--- src/rtl/tlb_port_sched_if.sv ---
`default_nettype none
// ============================================================================
// Module      : tlb_port_sched_if
// Description : Request, response and TLB-facing signal bundle for the
//               TLB port scheduler.
// Revision    : 1.0 - initial release
// ============================================================================
interface tlb_port_sched_if #(
    parameter int ASID_WIDTH = 1,
    parameter int CNT_WIDTH  = 16
);
    // flush front-end
    logic                    flush_req_i;
    logic [ASID_WIDTH-1:0]   flush_asid_i;
    logic [31:0]             flush_vaddr_i;
    logic                    flush_done_o;
    // PTW update
    logic                    upd_valid_i;
    logic                    upd_ready_o;
    logic                    upd_is_4M_i;
    logic [19:0]             upd_vpn_i;
    logic [8:0]              upd_asid_i;
    logic [31:0]             upd_content_i;
    // lookup clients
    logic [1:0]              lu_valid_i;
    logic [1:0]              lu_ready_o;
    logic [63:0]             lu_vaddr_i;
    logic [2*ASID_WIDTH-1:0] lu_asid_i;
    logic                    resp_valid_o;
    logic                    resp_id_o;
    logic                    resp_hit_o;
    logic                    resp_is_4M_o;
    logic [31:0]             resp_content_o;
    // TLB side
    logic                    tlb_flush_o;
    logic [62:0]             tlb_update_o;
    logic                    tlb_lu_access_o;
    logic [ASID_WIDTH-1:0]   tlb_lu_asid_o;
    logic [31:0]             tlb_lu_vaddr_o;
    logic [ASID_WIDTH-1:0]   tlb_asid_to_be_flushed_o;
    logic [31:0]             tlb_vaddr_to_be_flushed_o;
    logic                    tlb_lu_hit_i;
    logic                    tlb_lu_is_4M_i;
    logic [31:0]             tlb_lu_content_i;
    // performance counters
    logic [CNT_WIDTH-1:0]    hit_cnt_o;
    logic [CNT_WIDTH-1:0]    miss_cnt_o;

    modport slave (
        input  flush_req_i, flush_asid_i, flush_vaddr_i,
        output flush_done_o,
        input  upd_valid_i, upd_is_4M_i, upd_vpn_i, upd_asid_i, upd_content_i,
        output upd_ready_o,
        input  lu_valid_i, lu_vaddr_i, lu_asid_i,
        output lu_ready_o,
        output resp_valid_o, resp_id_o, resp_hit_o, resp_is_4M_o, resp_content_o,
        output tlb_flush_o, tlb_update_o, tlb_lu_access_o, tlb_lu_asid_o,
        output tlb_lu_vaddr_o, tlb_asid_to_be_flushed_o, tlb_vaddr_to_be_flushed_o,
        input  tlb_lu_hit_i, tlb_lu_is_4M_i, tlb_lu_content_i,
        output hit_cnt_o, miss_cnt_o
    );

    modport master (
        output flush_req_i, flush_asid_i, flush_vaddr_i,
        input  flush_done_o,
        output upd_valid_i, upd_is_4M_i, upd_vpn_i, upd_asid_i, upd_content_i,
        input  upd_ready_o,
        output lu_valid_i, lu_vaddr_i, lu_asid_i,
        input  lu_ready_o,
        input  resp_valid_o, resp_id_o, resp_hit_o, resp_is_4M_o, resp_content_o,
        input  tlb_flush_o, tlb_update_o, tlb_lu_access_o, tlb_lu_asid_o,
        input  tlb_lu_vaddr_o, tlb_asid_to_be_flushed_o, tlb_vaddr_to_be_flushed_o,
        output tlb_lu_hit_i, tlb_lu_is_4M_i, tlb_lu_content_i,
        input  hit_cnt_o, miss_cnt_o
    );
endinterface
`default_nettype wire

--- src/rtl/tlb_port_sched.sv ---
`default_nettype none
// ============================================================================
// Module      : tlb_port_sched
// Description : Serialises flush, PTW update and two lookup clients onto the
//               single port of the TLB, with saturating hit/miss counters.
// Revision    : 1.0 - initial release
// ============================================================================
module tlb_port_sched #(
    parameter int ASID_WIDTH = 1,
    parameter int CNT_WIDTH  = 16
) (
    input  wire logic       clk_i,
    input  wire logic       rst_ni,
    tlb_port_sched_if.slave bus
);

    localparam logic [1:0] c_IDLE   = 2'd0;
    localparam logic [1:0] c_FLUSH  = 2'd1;
    localparam logic [1:0] c_UPDATE = 2'd2;
    localparam logic [1:0] c_LOOKUP = 2'd3;

    localparam logic [CNT_WIDTH-1:0] c_CNT_ONE = {{(CNT_WIDTH-1){1'b0}}, 1'b1};
    localparam logic [CNT_WIDTH-1:0] c_CNT_MAX = {CNT_WIDTH{1'b1}};

    logic [1:0]            r_state;
    logic                  r_flush_pend;
    logic [ASID_WIDTH-1:0] r_flush_asid;
    logic [31:0]           r_flush_vaddr;
    logic                  r_rr_ptr;

    logic                  r_cmd_is_4M;
    logic [19:0]           r_cmd_vpn;
    logic [8:0]            r_cmd_upd_asid;
    logic [31:0]           r_cmd_content;
    logic [31:0]           r_cmd_vaddr;
    logic [ASID_WIDTH-1:0] r_cmd_asid;
    logic                  r_cmd_id;

    logic                  r_resp_valid;
    logic                  r_resp_id;
    logic                  r_resp_hit;
    logic                  r_resp_is_4M;
    logic [31:0]           r_resp_content;
    logic [CNT_WIDTH-1:0]  r_hit_cnt;
    logic [CNT_WIDTH-1:0]  r_miss_cnt;

    logic                  w_idle;
    logic                  w_flush_want;
    logic                  w_grant_upd;
    logic                  w_grant_lu;
    logic                  w_lu_id;
    logic [31:0]           w_lu_vaddr;
    logic [ASID_WIDTH-1:0] w_lu_asid;

    // A same-cycle flush request competes immediately so it outranks an update.
    assign w_idle       = (r_state == c_IDLE);
    assign w_flush_want = r_flush_pend | bus.flush_req_i;
    assign w_grant_upd  = w_idle & ~w_flush_want & bus.upd_valid_i;
    assign w_grant_lu   = w_idle & ~w_flush_want & ~bus.upd_valid_i & (|bus.lu_valid_i);
    assign w_lu_id      = (bus.lu_valid_i == 2'b11) ? r_rr_ptr : bus.lu_valid_i[1];
    assign w_lu_vaddr   = w_lu_id ? bus.lu_vaddr_i[63:32] : bus.lu_vaddr_i[31:0];
    assign w_lu_asid    = w_lu_id ? bus.lu_asid_i[2*ASID_WIDTH-1:ASID_WIDTH]
                                  : bus.lu_asid_i[ASID_WIDTH-1:0];

    assign bus.upd_ready_o = w_grant_upd;
    assign bus.lu_ready_o  = w_grant_lu ? (w_lu_id ? 2'b10 : 2'b01) : 2'b00;

    always_ff @(posedge clk_i or negedge rst_ni) begin
        if (!rst_ni) begin
            r_state        <= c_IDLE;
            r_rr_ptr       <= 1'b0;
            r_cmd_is_4M    <= 1'b0;
            r_cmd_vpn      <= '0;
            r_cmd_upd_asid <= '0;
            r_cmd_content  <= '0;
            r_cmd_vaddr    <= '0;
            r_cmd_asid     <= '0;
            r_cmd_id       <= 1'b0;
        end else begin
            case (r_state)
                c_IDLE: begin
                    if (w_flush_want) begin
                        r_state <= c_FLUSH;
                    end else if (bus.upd_valid_i) begin
                        r_state        <= c_UPDATE;
                        r_cmd_is_4M    <= bus.upd_is_4M_i;
                        r_cmd_vpn      <= bus.upd_vpn_i;
                        r_cmd_upd_asid <= bus.upd_asid_i;
                        r_cmd_content  <= bus.upd_content_i;
                    end else if (|bus.lu_valid_i) begin
                        r_state     <= c_LOOKUP;
                        r_cmd_vaddr <= w_lu_vaddr;
                        r_cmd_asid  <= w_lu_asid;
                        r_cmd_id    <= w_lu_id;
                        r_rr_ptr    <= ~w_lu_id;
                    end
                end
                default: r_state <= c_IDLE;
            endcase
        end
    end

    // A request landing in the FLUSH cycle itself keeps the flag set for a later flush.
    always_ff @(posedge clk_i or negedge rst_ni) begin
        if (!rst_ni) begin
            r_flush_pend  <= 1'b0;
            r_flush_asid  <= '0;
            r_flush_vaddr <= '0;
        end else if (bus.flush_req_i) begin
            r_flush_pend  <= 1'b1;
            r_flush_asid  <= bus.flush_asid_i;
            r_flush_vaddr <= bus.flush_vaddr_i;
        end else if (r_state == c_FLUSH) begin
            r_flush_pend  <= 1'b0;
        end
    end

    always_ff @(posedge clk_i or negedge rst_ni) begin
        if (!rst_ni) begin
            r_resp_valid   <= 1'b0;
            r_resp_id      <= 1'b0;
            r_resp_hit     <= 1'b0;
            r_resp_is_4M   <= 1'b0;
            r_resp_content <= '0;
            r_hit_cnt      <= '0;
            r_miss_cnt     <= '0;
        end else if (r_state == c_LOOKUP) begin
            r_resp_valid   <= 1'b1;
            r_resp_id      <= r_cmd_id;
            r_resp_hit     <= bus.tlb_lu_hit_i;
            r_resp_is_4M   <= bus.tlb_lu_is_4M_i;
            r_resp_content <= bus.tlb_lu_hit_i ? bus.tlb_lu_content_i : 32'd0;
            if (bus.tlb_lu_hit_i) begin
                if (r_hit_cnt != c_CNT_MAX) r_hit_cnt <= r_hit_cnt + c_CNT_ONE;
            end else begin
                if (r_miss_cnt != c_CNT_MAX) r_miss_cnt <= r_miss_cnt + c_CNT_ONE;
            end
        end else begin
            r_resp_valid   <= 1'b0;
            r_resp_id      <= 1'b0;
            r_resp_hit     <= 1'b0;
            r_resp_is_4M   <= 1'b0;
            r_resp_content <= '0;
        end
    end

    always_comb begin
        bus.tlb_flush_o               = 1'b0;
        bus.flush_done_o              = 1'b0;
        bus.tlb_update_o              = '0;
        bus.tlb_lu_access_o           = 1'b0;
        bus.tlb_lu_asid_o             = '0;
        bus.tlb_lu_vaddr_o            = '0;
        bus.tlb_asid_to_be_flushed_o  = '0;
        bus.tlb_vaddr_to_be_flushed_o = '0;
        case (r_state)
            c_FLUSH: begin
                bus.tlb_flush_o               = 1'b1;
                bus.flush_done_o              = 1'b1;
                bus.tlb_asid_to_be_flushed_o  = r_flush_asid;
                bus.tlb_vaddr_to_be_flushed_o = r_flush_vaddr;
            end
            c_UPDATE: begin
                bus.tlb_update_o = {1'b1, r_cmd_is_4M, r_cmd_vpn, r_cmd_upd_asid, r_cmd_content};
            end
            c_LOOKUP: begin
                bus.tlb_lu_access_o = 1'b1;
                bus.tlb_lu_asid_o   = r_cmd_asid;
                bus.tlb_lu_vaddr_o  = r_cmd_vaddr;
            end
            default: ;
        endcase
    end

    assign bus.resp_valid_o   = r_resp_valid;
    assign bus.resp_id_o      = r_resp_id;
    assign bus.resp_hit_o     = r_resp_hit;
    assign bus.resp_is_4M_o   = r_resp_is_4M;
    assign bus.resp_content_o = r_resp_content;
    assign bus.hit_cnt_o      = r_hit_cnt;
    assign bus.miss_cnt_o     = r_miss_cnt;

endmodule
`default_nettype wire

--- src/flat_wrapper.sv ---
// flat-port wrapper written by rule: the top's interface ports become plain ports
module tlb_port_sched_flat 
#(
    parameter int ASID_WIDTH = 1,
    parameter int CNT_WIDTH  = 16
)
  (clk_i, rst_ni, bus_flush_req_i, bus_flush_asid_i, bus_flush_vaddr_i, bus_flush_done_o, bus_upd_valid_i, bus_upd_is_4M_i, bus_upd_vpn_i, bus_upd_asid_i, bus_upd_content_i, bus_upd_ready_o, bus_lu_valid_i, bus_lu_vaddr_i, bus_lu_asid_i, bus_lu_ready_o, bus_resp_valid_o, bus_resp_id_o, bus_resp_hit_o, bus_resp_is_4M_o, bus_resp_content_o, bus_tlb_flush_o, bus_tlb_update_o, bus_tlb_lu_access_o, bus_tlb_lu_asid_o, bus_tlb_lu_vaddr_o, bus_tlb_asid_to_be_flushed_o, bus_tlb_vaddr_to_be_flushed_o, bus_tlb_lu_hit_i, bus_tlb_lu_is_4M_i, bus_tlb_lu_content_i, bus_hit_cnt_o, bus_miss_cnt_o);
  tlb_port_sched_if #(.ASID_WIDTH(ASID_WIDTH), .CNT_WIDTH(CNT_WIDTH)) bus_i ();
  input  wire logic clk_i;
  input  wire logic rst_ni;
  input wire logic [$bits(bus_i.flush_req_i)-1:0] bus_flush_req_i;
  input wire logic [$bits(bus_i.flush_asid_i)-1:0] bus_flush_asid_i;
  input wire logic [$bits(bus_i.flush_vaddr_i)-1:0] bus_flush_vaddr_i;
  output wire logic [$bits(bus_i.flush_done_o)-1:0] bus_flush_done_o;
  input wire logic [$bits(bus_i.upd_valid_i)-1:0] bus_upd_valid_i;
  input wire logic [$bits(bus_i.upd_is_4M_i)-1:0] bus_upd_is_4M_i;
  input wire logic [$bits(bus_i.upd_vpn_i)-1:0] bus_upd_vpn_i;
  input wire logic [$bits(bus_i.upd_asid_i)-1:0] bus_upd_asid_i;
  input wire logic [$bits(bus_i.upd_content_i)-1:0] bus_upd_content_i;
  output wire logic [$bits(bus_i.upd_ready_o)-1:0] bus_upd_ready_o;
  input wire logic [$bits(bus_i.lu_valid_i)-1:0] bus_lu_valid_i;
  input wire logic [$bits(bus_i.lu_vaddr_i)-1:0] bus_lu_vaddr_i;
  input wire logic [$bits(bus_i.lu_asid_i)-1:0] bus_lu_asid_i;
  output wire logic [$bits(bus_i.lu_ready_o)-1:0] bus_lu_ready_o;
  output wire logic [$bits(bus_i.resp_valid_o)-1:0] bus_resp_valid_o;
  output wire logic [$bits(bus_i.resp_id_o)-1:0] bus_resp_id_o;
  output wire logic [$bits(bus_i.resp_hit_o)-1:0] bus_resp_hit_o;
  output wire logic [$bits(bus_i.resp_is_4M_o)-1:0] bus_resp_is_4M_o;
  output wire logic [$bits(bus_i.resp_content_o)-1:0] bus_resp_content_o;
  output wire logic [$bits(bus_i.tlb_flush_o)-1:0] bus_tlb_flush_o;
  output wire logic [$bits(bus_i.tlb_update_o)-1:0] bus_tlb_update_o;
  output wire logic [$bits(bus_i.tlb_lu_access_o)-1:0] bus_tlb_lu_access_o;
  output wire logic [$bits(bus_i.tlb_lu_asid_o)-1:0] bus_tlb_lu_asid_o;
  output wire logic [$bits(bus_i.tlb_lu_vaddr_o)-1:0] bus_tlb_lu_vaddr_o;
  output wire logic [$bits(bus_i.tlb_asid_to_be_flushed_o)-1:0] bus_tlb_asid_to_be_flushed_o;
  output wire logic [$bits(bus_i.tlb_vaddr_to_be_flushed_o)-1:0] bus_tlb_vaddr_to_be_flushed_o;
  input wire logic [$bits(bus_i.tlb_lu_hit_i)-1:0] bus_tlb_lu_hit_i;
  input wire logic [$bits(bus_i.tlb_lu_is_4M_i)-1:0] bus_tlb_lu_is_4M_i;
  input wire logic [$bits(bus_i.tlb_lu_content_i)-1:0] bus_tlb_lu_content_i;
  output wire logic [$bits(bus_i.hit_cnt_o)-1:0] bus_hit_cnt_o;
  output wire logic [$bits(bus_i.miss_cnt_o)-1:0] bus_miss_cnt_o;
  assign bus_i.flush_req_i = bus_flush_req_i;
  assign bus_i.flush_asid_i = bus_flush_asid_i;
  assign bus_i.flush_vaddr_i = bus_flush_vaddr_i;
  assign bus_flush_done_o = bus_i.flush_done_o;
  assign bus_i.upd_valid_i = bus_upd_valid_i;
  assign bus_i.upd_is_4M_i = bus_upd_is_4M_i;
  assign bus_i.upd_vpn_i = bus_upd_vpn_i;
  assign bus_i.upd_asid_i = bus_upd_asid_i;
  assign bus_i.upd_content_i = bus_upd_content_i;
  assign bus_upd_ready_o = bus_i.upd_ready_o;
  assign bus_i.lu_valid_i = bus_lu_valid_i;
  assign bus_i.lu_vaddr_i = bus_lu_vaddr_i;
  assign bus_i.lu_asid_i = bus_lu_asid_i;
  assign bus_lu_ready_o = bus_i.lu_ready_o;
  assign bus_resp_valid_o = bus_i.resp_valid_o;
  assign bus_resp_id_o = bus_i.resp_id_o;
  assign bus_resp_hit_o = bus_i.resp_hit_o;
  assign bus_resp_is_4M_o = bus_i.resp_is_4M_o;
  assign bus_resp_content_o = bus_i.resp_content_o;
  assign bus_tlb_flush_o = bus_i.tlb_flush_o;
  assign bus_tlb_update_o = bus_i.tlb_update_o;
  assign bus_tlb_lu_access_o = bus_i.tlb_lu_access_o;
  assign bus_tlb_lu_asid_o = bus_i.tlb_lu_asid_o;
  assign bus_tlb_lu_vaddr_o = bus_i.tlb_lu_vaddr_o;
  assign bus_tlb_asid_to_be_flushed_o = bus_i.tlb_asid_to_be_flushed_o;
  assign bus_tlb_vaddr_to_be_flushed_o = bus_i.tlb_vaddr_to_be_flushed_o;
  assign bus_i.tlb_lu_hit_i = bus_tlb_lu_hit_i;
  assign bus_i.tlb_lu_is_4M_i = bus_tlb_lu_is_4M_i;
  assign bus_i.tlb_lu_content_i = bus_tlb_lu_content_i;
  assign bus_hit_cnt_o = bus_i.hit_cnt_o;
  assign bus_miss_cnt_o = bus_i.miss_cnt_o;
  tlb_port_sched #(.ASID_WIDTH(ASID_WIDTH), .CNT_WIDTH(CNT_WIDTH)) u_core (.clk_i(clk_i), .rst_ni(rst_ni), .bus(bus_i));
endmodule
--- config.mk ---
export PLATFORM = sky130hd
export DESIGN_NAME = tlb_port_sched_flat
export DESIGN_NICKNAME = d
export VERILOG_FILES = /design/src/rtl/tlb_port_sched_if.sv /design/src/rtl/tlb_port_sched.sv /design/src/flat_wrapper.sv
export SDC_FILE = /design/constraint.sdc
export NUM_CORES = 1
export LEC_CHECK = 0
export CORE_AREA = 2 2 156 158
export DETAILED_ROUTE_END_ITERATION = 8
export DIE_AREA = 0 0 158 160
export PLACE_DENSITY = 0.73
export SETUP_SLACK_MARGIN = 0.5
export SLEW_MARGIN = 25
export SYNTH_ARGS = -nofsm -noshare
export SYNTH_HDL_FRONTEND = slang
export SYNTH_SLANG_ARGS = --single-unit
--- constraint.sdc ---
create_clock -name clk_i -period 3.2 [get_ports clk_i]
set_clock_uncertainty 0.2 [all_clocks]
set_input_delay 0.32 -clock clk_i [delete_from_list [all_inputs] [get_ports clk_i]]
set_output_delay 0.32 -clock clk_i [all_outputs]
set_load 0.05 [all_outputs]
# Word level (Yosys, flattened, before mapping)
# Cells that the tools add are included.
[op_classes]
n_mux = 23
n_eq_ne = 7
n_reduce_logical = 7
bitwise_logic = 9
addsub = 2
[op_table]
columns = ["cell", "n"]
rows = [
  ["$mux W32", 5],
  ["$mux W63", 1],
  ["$add A16 B1 Y16 const B", 2],
  ["$ne A16 B16 Y1 const B", 2],
  ["$mux W2", 6],
  ["$mux W1", 11],
  ["$reduce_and A3 Y1", 3],
  ["$eq A2 B2 Y1 const B", 3],
  ["$and A1 B1 Y1", 4],
  ["$ne A4 B4 Y1 const B", 1],
  ["$not A1 Y1", 4],
  ["$reduce_and A4 Y1", 1],
  ["$eq A2 B1 Y1 const B", 1],
  ["$logic_not A2 Y1", 1],
  ["$reduce_bool A2 Y1", 1],
  ["$reduce_or A2 Y1", 1],
  ["$or A1 B1 Y1", 1],
]
[word_totals]
regBits = 201
out_inout_bits = 203

# Depth between registers and ports, before layout
# Gate-level depths: netlist of the first run.
[depth]
depth_word = 6
depth_mapped = 7
depth_no_buf = 7

# Worst setup path before layout of the first run
# Ideal clock, no wire load.
[synth_timing]
kind = "reg2out"
start = "reg u_core.r_state[1]"
end = "out bus_tlb_update_o[53]"
arrival_ns = 2.090
path_stages_with_launch = 6
required_time_ns = 2.680
path_slack_ns = 0.590
path_buffers = 3
cell_sequence = "dfrtp_1 > clkbuf_1 > nor2b_1 > clkbuf_1 > clkbuf_1 > and2_1"
[synth_between]
elab_chain_cells = 2
[synth_rtl]
columns = ["item", "line_no", "text"]
rows = [
  ["from (decl)", "tlb_port_sched.sv:25", "logic [1:0] r_state;"],
  ["from (signal assigned)", "tlb_port_sched.sv:70", "r_state <= c_IDLE;"],
  ["from (signal assigned)", "tlb_port_sched.sv:83", "r_state <= c_FLUSH;"],
  ["from (signal assigned)", "tlb_port_sched.sv:85", "r_state <= c_UPDATE;"],
  ["$eq A2 B2 Y1", "tlb_port_sched.sv:156", "case (r_state)"],
  ["$mux W63", "tlb_port_sched.sv:156", ""],
  ["to (decl)", "flat_wrapper.sv:31", "output wire logic [$bits(bus_i.tlb_update_o)-1:0] bus_tlb_update_o;"],
]
# Every way passes these cells.

# Final worst setup path of the first run
[layout_timing]
start = "reg u_core.r_state[1]"
end = "out bus_lu_ready_o[0]"
[layout_between]
elab_chain_cells = 5
[layout_rtl]
columns = ["item", "line_no", "text"]
rows = [
  ["$logic_not A2 Y1", "tlb_port_sched.sv:56", "assign w_idle = (r_state == c_IDLE);"],
  ["$and A1 B1 Y1 (3 in a row)", "tlb_port_sched.sv:59", "assign w_grant_lu = w_idle & ~w_flush_want & ~bus.upd_valid_i & (|bus.lu_valid_i);"],
  ["$mux W2", "tlb_port_sched.sv:66", "assign bus.lu_ready_o = w_grant_lu ? (w_lu_id ? 2'b10 : 2'b01) : 2'b00;"],
  ["to (decl)", "flat_wrapper.sv:24", "output wire logic [$bits(bus_i.lu_ready_o)-1:0] bus_lu_ready_o;"],
]
# Every way passes these cells.

==> metrics.md, run 1 <==
| Metric | Value |
|---|---|
| Status | finished clean |
| Synthesized area | 8756 sq um |
| TritonCTS clock tree | built |
| Post-Synth Simple-Gate Area | 19.56% |
| Routed WL | 26.57 mm |
| Max Fclk | 373.3 MHz |
| Nets | 1,313 |
| Crit path launch type | flip-flop |
| Multiplexer share of the synthesized area | 12.59% |
| Fin crit share | 83.72% |
| Synth top area share | 57.44% |
| First-pass GRT wire length | 40.25 mm |
| RSZ-0062 raised after global routing | yes |
| Main combinational cell family by area after synthesis | simple AND/OR/NAND/NOR gates |
| Finished Core Util | 59.56% |
| Core ar. | 23,820 sq um |
| WP buf/inv | 1 |
| Routed len/inst | 18.32 um |
| Clk sinks | 201 |
| Drt pass-1 iters | 5 |
| Synth Area in XOR/XNOR | 2.901% |
| Synth area leader | dfrtp_1 |
| FP Rows | 57 |
| Die H | 160 um |
| Adder-Cell Fraction of Synth Area | 0.2858% |
| Yosys warnings | 0 |
| Final antenna-violating net count | 0 |
| Mapped Avg Cell Area | 12.51 sq um |
| Slowest Stage Delay on Critical Path | 590 ps |
| Residual DRC | 0 |
| Synth Area in Compound Gates | 4.316% |
| Largest net degree at the start of global routing | 87 |
| Critical path cell sequence | nor4_4, or3b_1, a21oi_4, buf_12 |
| Layout cells sized above 1 | 24.25% |
| Worst IR Drop VDD | 0.0003572 V |
| Slew headroom | 50.63% |
| PD cells | 687.9 nW/um^2 |
| CP arrival | 2160 ps |
| Max Slew Vio Count | 0 |
| Vias in the first global route | 7,263 |
| DR iter-0 viols | 400 |
| Cells after Synth | 700 |
| Top delay family on crit path | simple AND/OR/NAND/NOR gates |
| Synth cell count leaders | 201 x dfrtp_1, 127 x and2_1, 97 x mux2_2 |
| Design Power | 9.760 mW |
| Initial antenna violation count | 0 |
| Max Cap Violations | 0 |
| Maximum root-to-sink buffer count | 3 |
| Clock latency on the worst-skew pair | 510 ps |
| Leak Pwr | 6.583 nW |
| Kind of critical path | reg2out |
| Ports | 404 |
| Syn Nets | 903 |
| GP Congestion | 0.8196 |
| Most common cell in the netlist | dfrtp_1 |
| CP max-delay cell | dfrtp_4 |
| Hold WC Path Type | in2reg |
| Die ar. | 25,280 sq um |
| Critical Path RT | 2680 ps |
| DIE WIDTH | 158 um |
| Final Critical Period | 2679 ps |
| H-tree Lvls | 1 |
| Critical path endpoint category | primary output |
| Most common flop cell mapped by yosys | dfrtp_1 |
| Synth cell types | 35 |
| Area grow syn2layout | 62.03% |
| Setup violators final | 0 |
| Final setup TNS | 0 ps |
| Max Fanout on Critical Path | 22 |
| DR vias/cell | 4.850 |
| EDFF count, synth | 0 |
| N_diodes | 0 |
| Total GRT Usage | 20.24% |
| Slew @ Worst Pin | 740.5 ps |
| CTS root buf | clkbuf_16 |
| Initial Util | 36.76% |
| DR vias | 7,032 |
| Reg clk slew, reported paths | 60 ps |
| Synth top area cells | dfrtp_1 57%, mux2_2 12%, and2_1 9.1% |
| Dpl hpwl | 19.20 mm |
| PortBufs | 403 |
| Final Hold Vio Count | 0 |
| FF+latch count, synth | 201 |
| GRT overflow | 0 |
| FFs w/ async S/R, synth | 100.0% |
| CTS Buf Count | 24 |
| Sequential-to-total area share from yosys stat | 57.44% |
[registers in the layout, summed over array words and instances, names as in the netlist, 2 cells and up]
signal	flops
u_core.bus.hit_cnt_o	16
u_core.bus.miss_cnt_o	16
u_core.bus.resp_content_o	32
u_core.r_cmd_content	32
u_core.r_cmd_upd_asid	9
u_core.r_cmd_vaddr	32
u_core.r_cmd_vpn	20
u_core.r_flush_vaddr	32
u_core.r_state	2
[layout by cell type, fill, tap and decap left out, types with 11 or more instances in the layout]
cell type	Yosys	final
clkdlybuf4s50_1	0	269
dfrtp_1	201	199
and2_1	127	127
mux2_2	97	97
buf_4	2	82
buf_12	0	43
and3_1	34	34
and2_0	33	33
a221o_1	33	33
dlygate4sd2_1	0	31
xor2_1	27	27
clkbuf_16	0	25
nor4_1	17	17
nand2_1	14	13
nor3_1	12	12
nand3_1	11	11
[per-stage QoR]
step | hold WS (ps) | instances | instance area [sq um] | setup slack, ps
3_5_place_dp | 245.6 | 1403 | 13410 | 471.9
6_report | 170.8 | 1450 | 14190 | 521.1
3_3_place_gp | 249.8 | 1403 | 13410 | 550.6
2_1_floorplan | -175.6 | 700 | 8756 | 590.2
4_1_cts | 145.2 | 1447 | 14150 | 313.9
5_1_grt | 152.5 | 1450 | 14190 | 432.7
[cells by family (layout without fill, tap and decap cells)]
group / after synthesis / count (layout)
xor+xnor: 29 / 29
fa+ha+maj: 2 / 2
simple gates: 278 / 278
flops: 201 / 201
buf+inv: 53 / 479
compound gates: 39 / 39
mux: 98 / 98
[per-layer routing]
metal,part of all wire (%),track usage (%),vias to the layer above
met5,0,0,-
met4,2.5,5.119,0
met3,8.9,6.106,47
met2,49,35.45,302
met1,39,24.18,3436
li1,-,-,3247
[path summary, 6_finish.rpt]
check | from | endpoint | slack [ps] | cells past startpoint
worst max-delay path | u_core.r_state[1] | bus_lu_ready_o[0] | 520 | 4
worst min-delay path | bus_tlb_lu_content_i[21] | u_core.bus.resp_content_o[21] | 170 | 2
worst max register to register | u_core.r_state[1] | u_core.bus.hit_cnt_o[14] | 760 | 7
worst min register to register | u_core.r_flush_vaddr[8] | u_core.r_flush_vaddr[8] | 300 | 1
max in group asynchronous | rst_ni | u_core.r_state[1] | 1790 | 3
min in group asynchronous | rst_ni | u_core.bus.miss_cnt_o[10] | 240 | 2
[what timing repair did]
action	in CTS	in global routing
pin swaps	0	1
hold buffers	1	0
buffers inserted	1	3
setup endpoints to repair	158	79
hold endpoints to repair	82	0
gates resized for setup	38	2
[where the power goes]
group	leakage [nW]	total [mW]	switching, mW	internal (mW)
Clock	0.373	2.56	1.07	1.49
Combinational	3.69	3.58	1.84	1.74
Sequential	2.52	3.62	0.376	3.24
[area by class of cell]
class | instances | area (sq um)
clock buffer | 31 | 678.2
clock inverter | 11 | 65.06
fill | 1981 | 9633
inverter | 8 | 30.03
multi-input combinational | 446 | 3486
sequential | 201 | 5035
tap | 324 | 405.4
timing repair buffer | 429 | 4488
(Power assumes the default switching activity.)
==> run 2: changes to the inputs <==
CORE_AREA = unset   (was 2 2 156 158)
CORE_ASPECT_RATIO = 0.75   (was unset)
CORE_UTILIZATION = 38   (was unset)
DIE_AREA = unset   (was 0 0 158 160)
PLACE_DENSITY = 0.78   (was 0.73)
clock period = 2.36 ns   (was 3.2 ns; I/O delays follow)
==> run 2 against run 1 <==
Effect of this change: the run now ends with setup timing left; register-to-register slack got worse by 740 ps; non-clock buffer count increased by 106; design area increased by 28%; clock power increased by 41%; critical endpoint is now bus_tlb_vaddr_to_be_flushed_o[4]; highest routed layer unchanged.
==> metrics.md, run 2 (synthesis gave the netlist of run 1 again) <==
| Metric | Value |
|---|---|
| Status | finished, violations left |
| Failing checks | setup timing |
| Ports | 404 (unchanged) |
| Setup crit end | bus_tlb_vaddr_to_be_flushed_o[4] |
| GRT overflow | 0 (unchanged) |
| CP Launch Point | u_core.r_state[1] |
| RR Startpoint | u_core.bus.hit_cnt_o[3] |
| GP Congestion | 0.8234 (+0.46%) |
| DR iter-0 viols | 447 (+12%) |
| Max Slew Vio Count | 0 (unchanged) |
| Final Hold Vio Count | 0 (unchanged) |
| Layout cells sized above 1 | 54.83% (+31 points) |
| Initial antenna violation count | 1 (+1) |
| Most common cell after layout, fill and taps aside | clkdlybuf4s50_1 |
| Core ar. | 22,350 sq um (-6.2%) |
| Max Cap Violations | 0 (unchanged) |
| Final WS setup | -157.5 ps (-678.6 ps) |
| CTS Buf Count | 22 (-8.3%) |
| Worst r2r path cells | 4 (-3) |
| H-tree Lvls | 1 (unchanged) |
| Routed WL | 37.46 mm (+41%) |
| Max Fanout on Critical Path | 17 (-23%) |
| DR vias | 8,012 (+14%) |
| TritonCTS clock tree | built |
| RSZ-0062 raised after global routing | yes |
| Die ar. | 23,660 sq um (-6.4%) |
| Vias in the first global route | 8,273 (+14%) |
| Routed len/inst | 24.55 um (+34%) |
| DIE WIDTH | 177.3 um (+12%) |
| Area grow syn2layout | 107.2% |
| Final antenna-violating net count | 0 (unchanged) |
| Maximum root-to-sink buffer count | 3 (unchanged) |
| Initial Util | 39.18% (+2.4 points) |
| Final Critical Period | 2518 ps |
| Fillers | 1,159 (-41%) |
| First-pass GRT wire length | 48.53 mm (+21%) |
| CTS root buf | clkbuf_16 |
| Dpl hpwl | 21.01 mm (+9.4%) |
| Worst hold slack | 70.60 ps (-100.2 ps) |
| Global-route track usage on met3 | 8.419% (+2.3 points) |
| Critical path endpoint category | primary output |
| Pre-CTS setup slack | -233.1 ps (-705.0 ps) |
| Setup violators final | 99 (+99) |
| FP Rows | 47 (-18%) |
| Nets | 1,418 (+8.0%) |
| PD cells | 874.0 nW/um^2 (+27%) |
| Flop2flop setup slack | 20 ps (-740 ps) |
| Hold WC Path Type | in2async |
| Clk sinks | 201 (unchanged) |
| Fin crit share | 106.7% |
| Die H | 133.5 um (-17%) |
| Worst IR Drop VDD | 0.0006314 V (+77%) |
| Post-Place Cell Area | 14,970 sq um (+12%) |
| CP arrival | 2080 ps (-80 ps) |
| Largest net degree at the start of global routing | 61 (-30%) |
| Most frequent cells in the layout | 199 x clkdlybuf4s50_1, 172 x dfrtp_1, 156 x buf_12, 126 x and2_4, 77 x mux2_2 |
| Clock latency on the worst-skew pair | 500 ps (about the same) |
| Residual DRC | 0 (unchanged) |
| Grt peak-use layer | met2 |
| Crit path launch type | flip-flop |
| Leak Pwr | 8.262 nW (+26%) |
| Slew headroom | 46.56% (-4.1 points) |
| Max Fclk | 397.2 MHz |
| Drt pass-1 iters | 4 (-1) |
| Design Power | 15.85 mW (+62%) |
| PortBufs | 403 (unchanged) |
| Met2 GRT Util | 47.20% (+12 points) |
| Register Area | 5066 sq um (+0.62%) |
| DR vias/cell | 5.250 (+8.3%) |
| Finished Cell Area | 18,140 sq um (+28%) |
| Multi-input gate area | 4562 sq um (+31%) |
| Critical Path RT | 1920 ps (-760 ps) |
| Final setup TNS | -8204 ps (-8204 ps) |
| Kind of critical path | reg2out |
| Slew @ Worst Pin | 798.6 ps (+58.09 ps) |
| Total GRT Usage | 27.19% (+6.9 points) |
| R2R Path End | u_core.bus.hit_cnt_o[15] |
| GR Util met1 | 32.01% (+7.8 points) |
| Reg clk slew, reported paths | 60 ps (about the same) |
## run 2: report_power, final
group	leakage (nW)	total, mW	switching [mW]	internal, mW
Sequential	2.49	5.09	0.675	4.41
Clock	0.367	3.61	1.48	2.14
Combinational	5.41	7.16	3.23	3.93
Total	8.26	15.9	5.38	10.5
## run 2: critical path, cell delays in order (launching register included)
cell     delay, ps
dfrtp_2        430
buf_4          170
buf_12         150
nor2b_4        170
buf_12         150
buf_12         100
buf_16         120
and2_4         150
buf_12         130
## run 2: how the worst min path moves through the flow
| stage | start | endpoint | slack (ps) | depth (start not counted) |
|---|---|---|---|---|
| detailed placement | rst_ni | u_core.r_flush_vaddr[21] | 50 | 1 |
| global placement | rst_ni | u_core.r_flush_vaddr[21] | 60 | 1 |
| global route | bus_tlb_lu_content_i[2] | u_core.bus.resp_content_o[2] | 80 | 2 |
| CTS | bus_tlb_lu_content_i[20] | u_core.bus.resp_content_o[20] | 60 | 2 |
| floorplan | rst_ni | u_core.bus.hit_cnt_o[0] | -260 | 0 |
| finish | rst_ni | u_core.r_flush_vaddr[21] | 70 | 2 |
## run 2: stage by stage
step	cells	util [%]
final	1526	81.17
after global routing	1526	81.17
after CTS	1473	75.68
after detailed placement	1385	67.00
after global placement	1385	67.00
after floorplan	700	-
## run 2: cell type report
| class | instances | share of cell area, % |
|---|---|---|
| timing repair buffer | 535 | 40.47 |
| inverter | 8 | 0.2966 |
| tap | 294 | 2.028 |
| clock buffer | 32 | 3.580 |
| sequential | 201 | 27.93 |
| multi-input combinational | 447 | 25.15 |
| clock inverter | 8 | 0.5311 |
| antenna | 1 | 0.01380 |
## run 2: what timing repair did
item	4_1_cts	5_1_grt
resized for setup	228	166
cloned	16	11
hold endpoints to repair	143	0
pin swaps	16	78
endpoints found under the setup margin	345	322
buffers inserted	31	41
hold buffers	1	0
## run 2: metal layers
layer  vias to the layer above  share of wire, %
met5                         -                 0
met4                         0               3.0
met3                        75               7.5
met2                       376                52
met1                      4077                38
li1                       3484                 -
==> run 3: changes to the inputs <==
MAX_ROUTING_LAYER = met4   (was unset)
==> run 3 against run 2 <==
Effect of this change: the flow still finishes with violations (setup timing); via count about the same; combinational power about the same; total power down 0.30%; critical path type unchanged; critical endpoint unchanged.
==> metrics.md, run 3 (synthesis gave the netlist of run 1 again) <==
| Metric | Value |
|---|---|
| Final Critical Period | 2512 ps (-5.440 ps) |
| Dpl hpwl | 21.01 mm (unchanged) |
| TritonCTS clock tree | built |
| Clock latency on the worst-skew pair | 500 ps (about the same) |
| DR vias | 8,015 (+0.037%) |
| Vias in the first global route | 8,292 (+0.23%) |
| Largest net degree at the start of global routing | 61 (unchanged) |
| PortBufs | 403 (unchanged) |
| Global-route track usage on met3 | 7.534% (-0.88 points) |
| Slew @ Worst Pin | 748.2 ps (-50.40 ps) |
| Failing checks | setup timing |
| DR vias/cell | 5.252 (about the same) |
| CP arrival | 2080 ps (about the same) |
| Core ar. | 22,350 sq um (unchanged) |
| Most common cell after layout, fill and taps aside | clkdlybuf4s50_1 |
| Routed WL | 36.75 mm (-1.9%) |
| Total GRT Usage | 28.06% (+0.87 points) |
| Flop2flop setup slack | 100 ps (+80 ps) |
| FP Rows | 47 (unchanged) |
| Die ar. | 23,660 sq um (unchanged) |
| Residual DRC | 0 (unchanged) |
| Leak Pwr | 8.259 nW (about the same) |
| Worst IR Drop VDD | 0.0006354 V (+0.63%) |
| Final antenna-violating net count | 0 (unchanged) |
| Status | finished, violations left |
| Fillers | 1,159 (unchanged) |
| Drt pass-1 iters | 5 (+1) |
| DIE WIDTH | 177.3 um (unchanged) |
| Max Fanout on Critical Path | 17 (unchanged) |
| Max Cap Violations | 0 (unchanged) |
| RR Startpoint | u_core.bus.hit_cnt_o[3] |
| Reg clk slew, reported paths | 60 ps (about the same) |
| Area grow syn2layout | 106.4% |
| Ports | 404 (unchanged) |
| Critical Path RT | 1920 ps (about the same) |
| Crit path launch type | flip-flop |
| Most frequent cells in the layout | 199 x clkdlybuf4s50_1, 172 x dfrtp_1, 155 x buf_12, 126 x and2_4, 76 x mux2_2 |
| RSZ-0062 raised after global routing | yes |
| DR iter-0 viols | 341 (-24%) |
| Design Power | 15.81 mW (-0.30%) |
| Layout cells sized above 1 | 54.35% (-0.49 points) |
| First-pass GRT wire length | 48.47 mm (-0.14%) |
| H-tree Lvls | 1 (unchanged) |
| GR Util met1 | 32.72% (+0.71 points) |
| Hold WC Path Type | in2async |
| R2R Path End | u_core.bus.hit_cnt_o[15] |
| GRT overflow | 0 (unchanged) |
| Setup crit end | bus_tlb_vaddr_to_be_flushed_o[4] |
| Worst r2r path cells | 4 (unchanged) |
| Critical path endpoint category | primary output |
| Slew headroom | 49.93% (+3.4 points) |
| Met2 GRT Util | 47.20% (unchanged) |
| CTS Buf Count | 22 (unchanged) |
| Grt peak-use layer | met2 |
| Final WS setup | -152.1 ps (+5.440 ps) |
| Routed len/inst | 24.08 um (-1.9%) |
| Initial antenna violation count | 1 (unchanged) |
| Clk sinks | 201 (unchanged) |
| Worst hold slack | 71.23 ps (+0.6284 ps) |
| Max Slew Vio Count | 0 (unchanged) |
| Maximum root-to-sink buffer count | 3 (unchanged) |
| Final Hold Vio Count | 0 (unchanged) |
| GP Congestion | 0.8359 (+1.5%) |
| Initial Util | 39.18% (unchanged) |
| Nets | 1,418 (unchanged) |
| Kind of critical path | reg2out |
| CP Launch Point | u_core.r_state[1] |
| Max Fclk | 398.1 MHz (+0.22%) |
| Setup violators final | 98 (-1.0%) |
| Die H | 133.5 um (unchanged) |
| PD cells | 874.5 nW/um^2 (about the same) |
| CTS root buf | clkbuf_16 |
| Fin crit share | 106.4% (-0.23 points) |
-- run 3: cell types whose count changed in the layout (fill, tap and decap cells not counted), moves of 2 or more --
cell	delta
nor3_4	-2
nor4_4	-2
buf_4	+5
a21oi_2	-2
a21oi_1	+2
dlygate4sd2_1	+2
buf_6	-5
clkbuf_2	-2
-- run 3: worst min-delay path by stage --
stage	end	slack, ps	depth (start not counted)
2_1_floorplan	u_core.bus.hit_cnt_o[0]	-260	0
3_3_place_gp	u_core.r_flush_vaddr[21]	60	1
3_5_place_dp	u_core.r_flush_vaddr[21]	50	1
4_1_cts	u_core.bus.resp_content_o[20]	60	2
5_1_grt	u_core.bus.resp_content_o[2]	90	2
6_report	u_core.r_flush_vaddr[21]	70	2
-- run 3: stage by stage --
step                      util (%)  setup WS [ps]  cells  instance area (sq um)  setup TNS, ps
after floorplan                  -          292.7    700                   9128              0
after global placement       67.00         -174.6   1385                  14970          -5256
after detailed placement     67.00         -233.1   1385                  14970          -6669
after CTS                    75.68         -172.0   1473                  16910          -8030
after global routing         80.88         -221.1   1526                  18070         -13080
final                        80.88         -152.1   1526                  18070          -7662
-- run 3: cell type report --
type	count	area, sq um	share of cell area, %
flip-flops and latches	201	5066	28.03
repair buffers	535	7331	40.56
clock inverters	8	96.34	0.5330
clock buffers	32	649.4	3.593
diodes	1	2.502	0.01384
multi-input cells	447	4508	24.94
inverters	8	53.80	0.2977
well taps	294	367.9	2.035
-- run 3: where the power goes --
group / leakage (nW) / total [mW] / internal, mW / switching [mW]
clock network: 0.367 / 3.60 / 2.14 / 1.46
registers: 2.49 / 5.07 / 4.41 / 0.660
logic: 5.40 / 7.14 / 3.93 / 3.21
total: 8.26 / 15.8 / 10.5 / 5.34
-- run 3: worst max-delay path: stages (launching register included) --
cell,delay (ps)
dfrtp_2,440
buf_4,170
buf_12,150
nor2b_4,160
buf_12,150
buf_12,100
buf_16,120
and2_4,150
buf_12,130
-- run 3: metal layers --
layer	part of all wire [%]	wire, um
met1	38	14030
met2	51	18830
met5	0	0
met4	3.1	1157
met3	7.4	2730
-- run 3: what timing repair did --
action	in CTS	in global routing
pin swaps	16	68
buffers inserted	31	41
endpoints found under the hold margin	143	0
hold buffers	1	0
endpoints found under the setup margin	345	322
gates resized for setup	228	148
gates cloned	16	11
